`src/rtl/execute_shift_stage.sv`:
```
// rtl/execute_shift_stage.sv - x86-style shift/rotate execute stage with 2-entry in-order result FIFO
module execute_shift_stage #(
    parameter int BIT_WIDTH = 32
) (
    input  logic                 clk,
    input  logic                 rst_n,
    input  logic                 flush,
    input  logic                 in_valid,
    output logic                 in_ready,
    input  logic [2:0]           in_op,
    input  logic [BIT_WIDTH-1:0] in_operand,
    input  logic [7:0]           in_count,
    input  logic                 in_cf,
    output logic                 out_valid,
    input  logic                 out_ready,
    output logic [BIT_WIDTH-1:0] out_result,
    output logic                 out_cf,
    output logic                 out_of,
    output logic                 out_zf,
    output logic                 out_sf,
    output logic                 out_pf,
    output logic                 out_cf_of_we,
    output logic                 out_szp_we,
    output logic                 out_illegal
);

    localparam logic [2:0] OP_SHL = 3'b000;
    localparam logic [2:0] OP_SHR = 3'b001;
    localparam logic [2:0] OP_SAR = 3'b010;
    localparam logic [2:0] OP_ROL = 3'b011;
    localparam logic [2:0] OP_ROR = 3'b100;

    typedef struct packed {
        logic                 illegal;
        logic                 szp_we;
        logic                 cf_of_we;
        logic                 pf;
        logic                 sf;
        logic                 zf;
        logic                 of_f;
        logic                 cf;
        logic [BIT_WIDTH-1:0] result;
    } entry_t;

    entry_t       mem_q [2];
    logic         wr_q;
    logic         rd_q;
    logic [1:0]   cnt_q;
    entry_t       entry_d;
    entry_t       head;
    logic         push;
    logic         pop;

    // Only the low five count bits matter; inv is the complementary shift (32 - c).
    logic [4:0]           cnt;
    logic [5:0]           inv;
    logic [BIT_WIDTH-1:0] rol_v;
    logic [BIT_WIDTH-1:0] ror_v;

    assign cnt   = in_count[4:0];
    assign inv   = 6'd32 - {1'b0, cnt};
    assign rol_v = (in_operand << cnt) | (in_operand >> inv);
    assign ror_v = (in_operand >> cnt) | (in_operand << inv);

    assign in_ready  = (cnt_q != 2'd2) && !flush;
    assign out_valid = (cnt_q != 2'd0);
    assign push      = in_valid && in_ready;
    assign pop       = out_valid && out_ready && !flush;

    // Compute the full result entry for the operation currently on the input.
    always_comb begin
        entry_d        = '0;
        entry_d.result = in_operand;
        if (in_op > OP_ROR) begin
            entry_d.illegal = 1'b1;
        end else if (cnt == 5'd0) begin
            entry_d.cf = in_cf;
        end else begin
            case (in_op)
                OP_SHL: begin
                    entry_d.result   = in_operand << cnt;
                    entry_d.cf       = in_operand[inv[4:0]];
                    entry_d.of_f     = (cnt == 5'd1) && (entry_d.result[BIT_WIDTH-1] ^ entry_d.cf);
                    entry_d.cf_of_we = 1'b1;
                    entry_d.szp_we   = 1'b1;
                end
                OP_SHR: begin
                    entry_d.result   = in_operand >> cnt;
                    entry_d.cf       = in_operand[cnt - 5'd1];
                    entry_d.of_f     = (cnt == 5'd1) && in_operand[BIT_WIDTH-1];
                    entry_d.cf_of_we = 1'b1;
                    entry_d.szp_we   = 1'b1;
                end
                OP_SAR: begin
                    entry_d.result   = $unsigned($signed(in_operand) >>> cnt);
                    entry_d.cf       = in_operand[cnt - 5'd1];
                    entry_d.cf_of_we = 1'b1;
                    entry_d.szp_we   = 1'b1;
                end
                OP_ROL: begin
                    entry_d.result   = rol_v;
                    entry_d.cf       = rol_v[0];
                    entry_d.of_f     = (cnt == 5'd1) && (rol_v[BIT_WIDTH-1] ^ rol_v[0]);
                    entry_d.cf_of_we = 1'b1;
                end
                default: begin
                    entry_d.result   = ror_v;
                    entry_d.cf       = ror_v[BIT_WIDTH-1];
                    entry_d.of_f     = (cnt == 5'd1) && (ror_v[BIT_WIDTH-1] ^ ror_v[BIT_WIDTH-2]);
                    entry_d.cf_of_we = 1'b1;
                end
            endcase
        end
        if (!entry_d.illegal) begin
            entry_d.zf = (entry_d.result == '0);
            entry_d.sf = entry_d.result[BIT_WIDTH-1];
            entry_d.pf = ~^entry_d.result[7:0];
        end
    end

    // FIFO storage, pointers and occupancy; flush empties without pushing or popping.
    always_ff @(posedge clk or negedge rst_n) begin
        if (!rst_n) begin
            for (int i = 0; i < 2; i++) begin
                mem_q[i] <= '0;
            end
            wr_q  <= 1'b0;
            rd_q  <= 1'b0;
            cnt_q <= 2'd0;
        end else if (flush) begin
            wr_q  <= 1'b0;
            rd_q  <= 1'b0;
            cnt_q <= 2'd0;
        end else begin
            if (push) begin
                mem_q[wr_q] <= entry_d;
                wr_q        <= ~wr_q;
            end
            if (pop) begin
                rd_q <= ~rd_q;
            end
            cnt_q <= cnt_q + {1'b0, push} - {1'b0, pop};
        end
    end

    // Present the head entry; zero everything when the FIFO is empty.
    always_comb begin
        head = out_valid ? mem_q[rd_q] : '0;
    end

    assign out_result   = head.result;
    assign out_cf       = head.cf;
    assign out_of       = head.of_f;
    assign out_zf       = head.zf;
    assign out_sf       = head.sf;
    assign out_pf       = head.pf;
    assign out_cf_of_we = head.cf_of_we;
    assign out_szp_we   = head.szp_we;
    assign out_illegal  = head.illegal;

endmodule

```
`config.mk`:
```
export PLATFORM = sky130hd
export DESIGN_NAME = execute_shift_stage
export DESIGN_NICKNAME = d
export VERILOG_FILES = /design/src/rtl/execute_shift_stage.sv
export SDC_FILE = /design/constraint.sdc
export NUM_CORES = 1
export LEC_CHECK = 0
export CAP_MARGIN = 15
export CORE_MARGIN = 2
export CORE_UTILIZATION = 60
export CTS_CLUSTER_DIAMETER = 80
export CTS_CLUSTER_SIZE = 30
export DETAILED_ROUTE_END_ITERATION = 10
export PLACE_DENSITY = 0.84
export SETUP_SLACK_MARGIN = 0.1
export SKIP_LAST_GASP = 1
export SLEW_MARGIN = 15
export SYNTH_ARGS = -nofsm -noshare
export SYNTH_HDL_FRONTEND = slang
export SYNTH_SLANG_ARGS = --single-unit
```
`constraint.sdc`:
```
create_clock -name clk -period 2.7 [get_ports clk]
set_input_delay 0.405 -clock clk [delete_from_list [all_inputs] [get_ports clk]]
set_output_delay 0.405 -clock clk [all_outputs]
set_load 0.05 [all_outputs]
```
==> impl_metrics.env, run 1 <==
export IMPL_ys_seq_elements=84
export IMPL_portBuffers=87
export IMPL_stop_stage="global routing"
export IMPL_netlist_area_um2=14400
export IMPL_die_y_um=159
export IMPL_ys_flop_type="dfrtp_1"
export IMPL_rows=56
export IMPL_clockBufferDepth=2
export IMPL_grt_util_all_layers_pct=95.3
export IMPL_grt_pass1_vias=26700
export IMPL_status="did not finish"
export IMPL_grt_overflow=1898
export IMPL_synth_area_per_cell_um2=8.36
export IMPL_ys_seq_area_share_pct=14.6
export IMPL_cts_max_level=3
export IMPL_start_util_pct=61.2
export IMPL_synth_nets=1775
export IMPL_yosys_warnings=0
export IMPL_cts_root_buf="clkbuf_16"
export IMPL_synthArstFlopShare_pct=100
export IMPL_grt_pass1_wl_um=179000
export IMPL_synth_edf_count=0
export IMPL_pin_count=91
export IMPL_syn_inst=1717
export IMPL_cts_sinks=84
export IMPL_error_line="[ERROR GRT-0116] Global routing finished with congestion. Check the congestion regions in the DRC Viewer."
export IMPL_synth_cell_type_count=105
export IMPL_dp_hpwl_um=68600
export IMPL_dpl_instance_area_um2=19900
export IMPL_gp_congestion=1.51
export IMPL_die_w_um=159
export IMPL_grt_start_max_net_pins=67
export IMPL_cts_buffers=9
metal layers:
| layer | GRT overflow | GRT usage, % |
|---|---|---|
| met5 | 11 | 47.2 |
| met4 | 401 | 106 |
| met3 | 48 | 71.7 |
| met2 | 1390 | 123 |
| met1 | 48 | 87.0 |
synth_stat cells (9+ instances only):
master | count | area, um^2
a211oi_1 | 32 | 240
a21oi_1 | 67 | 335
a22oi_1 | 14 | 105
a2bb2oi_1 | 9 | 78.8
a31oi_1 | 29 | 181
and3_1 | 9 | 56.3
buf_1 | 19 | 71.3
buf_2 | 45 | 225
buf_6 | 16 | 180
clkbuf_1 | 102 | 383
dfrtp_1 | 84 | 2100
ha_1 | 9 | 113
inv_1 | 21 | 78.8
mux2_2 | 92 | 1040
mux2i_1 | 156 | 1560
mux4_2 | 97 | 2180
nand2_1 | 204 | 766
nand2b_1 | 19 | 119
nand3_1 | 47 | 235
nand3b_1 | 9 | 67.6
nand4_1 | 11 | 68.8
nor2_1 | 157 | 589
nor2b_1 | 15 | 93.8
nor3_1 | 38 | 190
nor4_1 | 13 | 81.3
o2111ai_1 | 9 | 78.8
o211ai_1 | 30 | 225
o21ai_0 | 82 | 410
o21ai_1 | 10 | 50.1
o221ai_1 | 17 | 149
o22ai_1 | 26 | 163
o31ai_1 | 15 | 113
o32ai_1 | 10 | 87.6
per-stage QoR:
step	TNS [ps]	cells	worst slack, ps	hold WS (ps)	util (%)
floorplan	-34570	1717	-1300	109	-
global placement	-54230	2565	-1380	456	84.6
detailed placement	-63840	2565	-1560	462	84.6
CTS	-16980	2661	-783	172	93.8
repair_timing:
action / in CTS
setup endpoints to repair: 90
hold buffers: 0
buffers inserted: 78
pin swaps: 82
gates resized for setup: 320
gates cloned: 5
cells by family after synthesis:
| logic type | Yosys count | synth area share [%] |
|---|---|---|
| AO/OA/AOI/OAI | 466 | 23.2 |
| adder cells (fa/ha/maj) | 9 | 0.784 |
| buffers and inverters | 214 | 7.24 |
| flip-flops | 84 | 14.6 |
| multiplexers | 352 | 34.2 |
| XOR/XNOR | 15 | 1.05 |
| AND/OR/NAND/NOR | 577 | 18.9 |
==> run 2, diff against run 1 <==
- CORE_UTILIZATION: 60 -> 40
- CTS_CLUSTER_DIAMETER: 80 -> default
- CTS_CLUSTER_SIZE: 30 -> default
- PLACE_DENSITY: 0.84 -> default
- PLACE_DENSITY_LB_ADDON: default -> 0.15
- SETUP_SLACK_MARGIN: 0.1 -> default
==> run 2 against run 1 <==
The flow now finishes, with violations (negative setup slack). Synthesized cell count unchanged. Area after synthesis did not move.
==> impl_metrics.env, run 2 <==
export IMPL_drt_iter0_drc=3201
export IMPL_crit_fanout=6
export IMPL_ir_worst_vdd_v=0.000761
export IMPL_p_comb_share_pct=69.9
export IMPL_max_slew_margin_rel_pct=43.7
export IMPL_vias=20400
export IMPL_layout_commonest_cell="buf_4"
export IMPL_portBuffers=87
export IMPL_dp_hpwl_um=78600
export IMPL_power_share_sequential_pct=18.0
export IMPL_critical_path_class="primary input to flop"
export IMPL_rows=69
export IMPL_sw_frac_of_total_pct=45.9
export IMPL_die_w_um=193
export IMPL_core_um2=35500
export IMPL_hold_buffers=0
export IMPL_wire_per_inst_um=34.4
export IMPL_rsz0062_at_grt="true"
export IMPL_ant_nets=0
export IMPL_clk_pin_slew_ps=70
export IMPL_syn_to_final_growth_pct=69.1
export IMPL_layout_min_cycle_time_ps=3600
export IMPL_dieArea_um2=37400
export IMPL_drc_errors=0
export IMPL_end_kind="flop"
export IMPL_grt_util_all_layers_pct=51.0
export IMPL_synth_area_per_cell_um2=8.36
export IMPL_grt_pass1_wl_um=139000
export IMPL_layout_common_cells="buf_4, nand2_1, nor2_1, mux2i_1, mux4_2"
export IMPL_cts_root_buf="clkbuf_16"
export IMPL_final_seq_area_um2=2100
export IMPL_reg_largest_list="mem_q x80, cnt_q x2"
export IMPL_arrival_ps=3830
export IMPL_netlist_area_um2=14400
export IMPL_finalClockSkew_ps=6.89
export IMPL_synth_nets=1775
export IMPL_max_cap_violations=0
export IMPL_grt_pass1_vias=19600
export IMPL_ys_top_cells_by_count="nand2_1, nor2_1, mux2i_1"
export IMPL_nets=2525
export IMPL_start_util_pct=40.5
export IMPL_netlist_area_leader_share_pct=15.2
export IMPL_crit_family="compound AO/OA/AOI/OAI gates"
export IMPL_drive_gt1_share_pct=53.9
export IMPL_fillers=2800
export IMPL_synth_edf_count=0
export IMPL_crit_buf_inv=6
export IMPL_yosys_area_top_type="mux4_2"
export IMPL_gp_congestion=1.18
export IMPL_dp_cells=2811
export IMPL_yosys_warnings=0
export IMPL_die_y_um=193
export IMPL_crit_path_frequent_cell="buf_4"
export IMPL_cts_tree="yes"
export IMPL_r2r_slack_ps=660
export IMPL_cts_sinks=84
export IMPL_clockBufferDepth=2
export IMPL_cts_buffers=9
export IMPL_clock_latency_ps=340
export IMPL_ys_seq_area_share_pct=14.6
export IMPL_ys_flop_type="dfrtp_1"
export IMPL_largest_register_ff_count=80
export IMPL_fin_crit_sh_pct=134
export IMPL_cp_cell_sequence="dlygate4sd2_1 > buf_4 > buf_4 > mux2i_1 > buf_4 > o221ai_1 > a31oi_2 > buf_4 > nor2_1 > o21ai_2 > a21oi_2 > a21o_1 > inv_2 > ha_4 > xor2_4 > xnor2_2 > a21oi_2 > mux2_2"
export IMPL_clock_power_share_pct=12.1
export IMPL_ys_seq_elements=84
export IMPL_synthArstFlopShare_pct=100
export IMPL_grt_overflow=0
export IMPL_max_stage_delay_ps=660
export IMPL_fmax_mhz=277
export IMPL_intPower_mw=6.05
export IMPL_p_per_area_nw_per_um2=460
export IMPL_switchingPower_mw=5.13
export IMPL_cp_required_ps=2920
export IMPL_post_route_util_pct=68.4
export IMPL_regMostFlops="mem_q"
export IMPL_synth_cell_type_count=105
export IMPL_ys_top_cells_by_area="mux4_2, dfrtp_1, mux2i_1"
export IMPL_grt_start_max_net_pins=59
export IMPL_hold_path_class="primary input to asynchronous set/reset pin"
export IMPL_leakagePower_nw=10.4
export IMPL_pin_count=91
export IMPL_syn_inst=1717
export IMPL_setup_ws_ps=-905
export IMPL_slew_viol_final=0
export IMPL_setup_viol=74
export IMPL_worst_pin_slew_ps=845
export IMPL_slowest_stage="o221ai_1"
export IMPL_startpoint_type="primary input"
export IMPL_routed_wl_um=101000
export IMPL_hold_viol=0
export IMPL_yosys_cell_count_top_type="nand2_1"
export IMPL_finalNonFillerCells=2936
export IMPL_multi_input_area_um2=13000
export IMPL_cts_max_level=3
export IMPL_antenna_found_initial=3
export IMPL_violations="negative setup slack"
export IMPL_hold_ws_ps=40.8
export IMPL_status="finished with violations"
export IMPL_drt_pass1_iterations=6
export IMPL_via_per_inst=6.94
run 2: logic make-up (layout without fill, tap and decap cells):
family / count (synthesis) / in the layout / share of synthesized area [%]
simple gates: 577 / 577 / 18.9
xor+xnor: 15 / 15 / 1.05
buf+inv: 214 / 969 / 7.24
other cells: 0 / 3 / 0
flops: 84 / 84 / 14.6
compound gates: 466 / 466 / 23.2
fa+ha+maj: 9 / 9 / 0.784
mux: 352 / 352 / 34.2
run 2: what timing repair did:
| action | 4_1_cts | 5_1_grt |
|---|---|---|
| setup buffers | 54 | 62 |
| pin swaps | 52 | 97 |
| cloned | 5 | 1 |
| gates resized for setup | 242 | 247 |
| hold endpoints to repair | 0 | 0 |
| endpoints found under the setup margin | 74 | 74 |
run 2: power groups by stage:
stage / Combinational [mW] / Clock (mW) / Sequential, mW
4_1_cts: 6.93 / 1.36 / 2.01
5_1_grt: 7.97 / 1.41 / 2.06
6_report: 7.80 / 1.35 / 2.01
3_5_place_dp: 6.46 / 0 / 2.03
3_3_place_gp: 6.40 / 0 / 1.98
2_1_floorplan: 3.42 / 0 / 1.94
run 2: final timing paths:
check / startpoint / to / cells after the start
max: in_operand[25] / mem_q[36]$_DFFE_PN0P_ / 18
min: rst_n / mem_q[27]$_DFFE_PN0P_ / 1
max reg2reg: cnt_q[1]$_DFF_PN0_ / cnt_q[1]$_DFF_PN0_ / 11
min reg2reg: mem_q[23]$_DFFE_PN0P_ / mem_q[23]$_DFFE_PN0P_ / 1
max in group asynchronous: rst_n / mem_q[29]$_DFFE_PN0P_ / 2
min in group clk: mem_q[23]$_DFFE_PN0P_ / mem_q[23]$_DFFE_PN0P_ / 1
run 2: layout make-up:
| type | instances | share of cell area, % |
|---|---|---|
| diodes | 3 | 0.0309 |
| clock buffers | 9 | 0.928 |
| flip-flops and latches | 84 | 8.66 |
| repair buffers | 929 | 33.6 |
| inverters | 24 | 0.520 |
| clock inverters | 7 | 0.433 |
| well taps | 461 | 2.38 |
| multi-input cells | 1419 | 53.4 |
run 2: layer usage:
metal	routed length (um)	track usage [%]
met2	40500	74.3
met5	0	0
met4	11200	40.9
met3	15200	19.2
met1	34200	60.0
run 2: stage by stage:
| stage | total power [mW] | setup TNS [ps] | cell area [um^2] | setup slack [ps] |
|---|---|---|---|---|
| after floorplan | 5.36 | -34520 | 14800 | -1300 |
| after global placement | 8.38 | -64150 | 20900 | -1590 |
| after detailed placement | 8.49 | -66630 | 20900 | -1600 |
| after CTS | 10.3 | -22810 | 22800 | -745 |
| after global routing | 11.4 | -28130 | 24300 | -970 |
| final | 11.2 | -26320 | 24300 | -905 |
No activity file was read; power rests on OpenSTA's default activity.
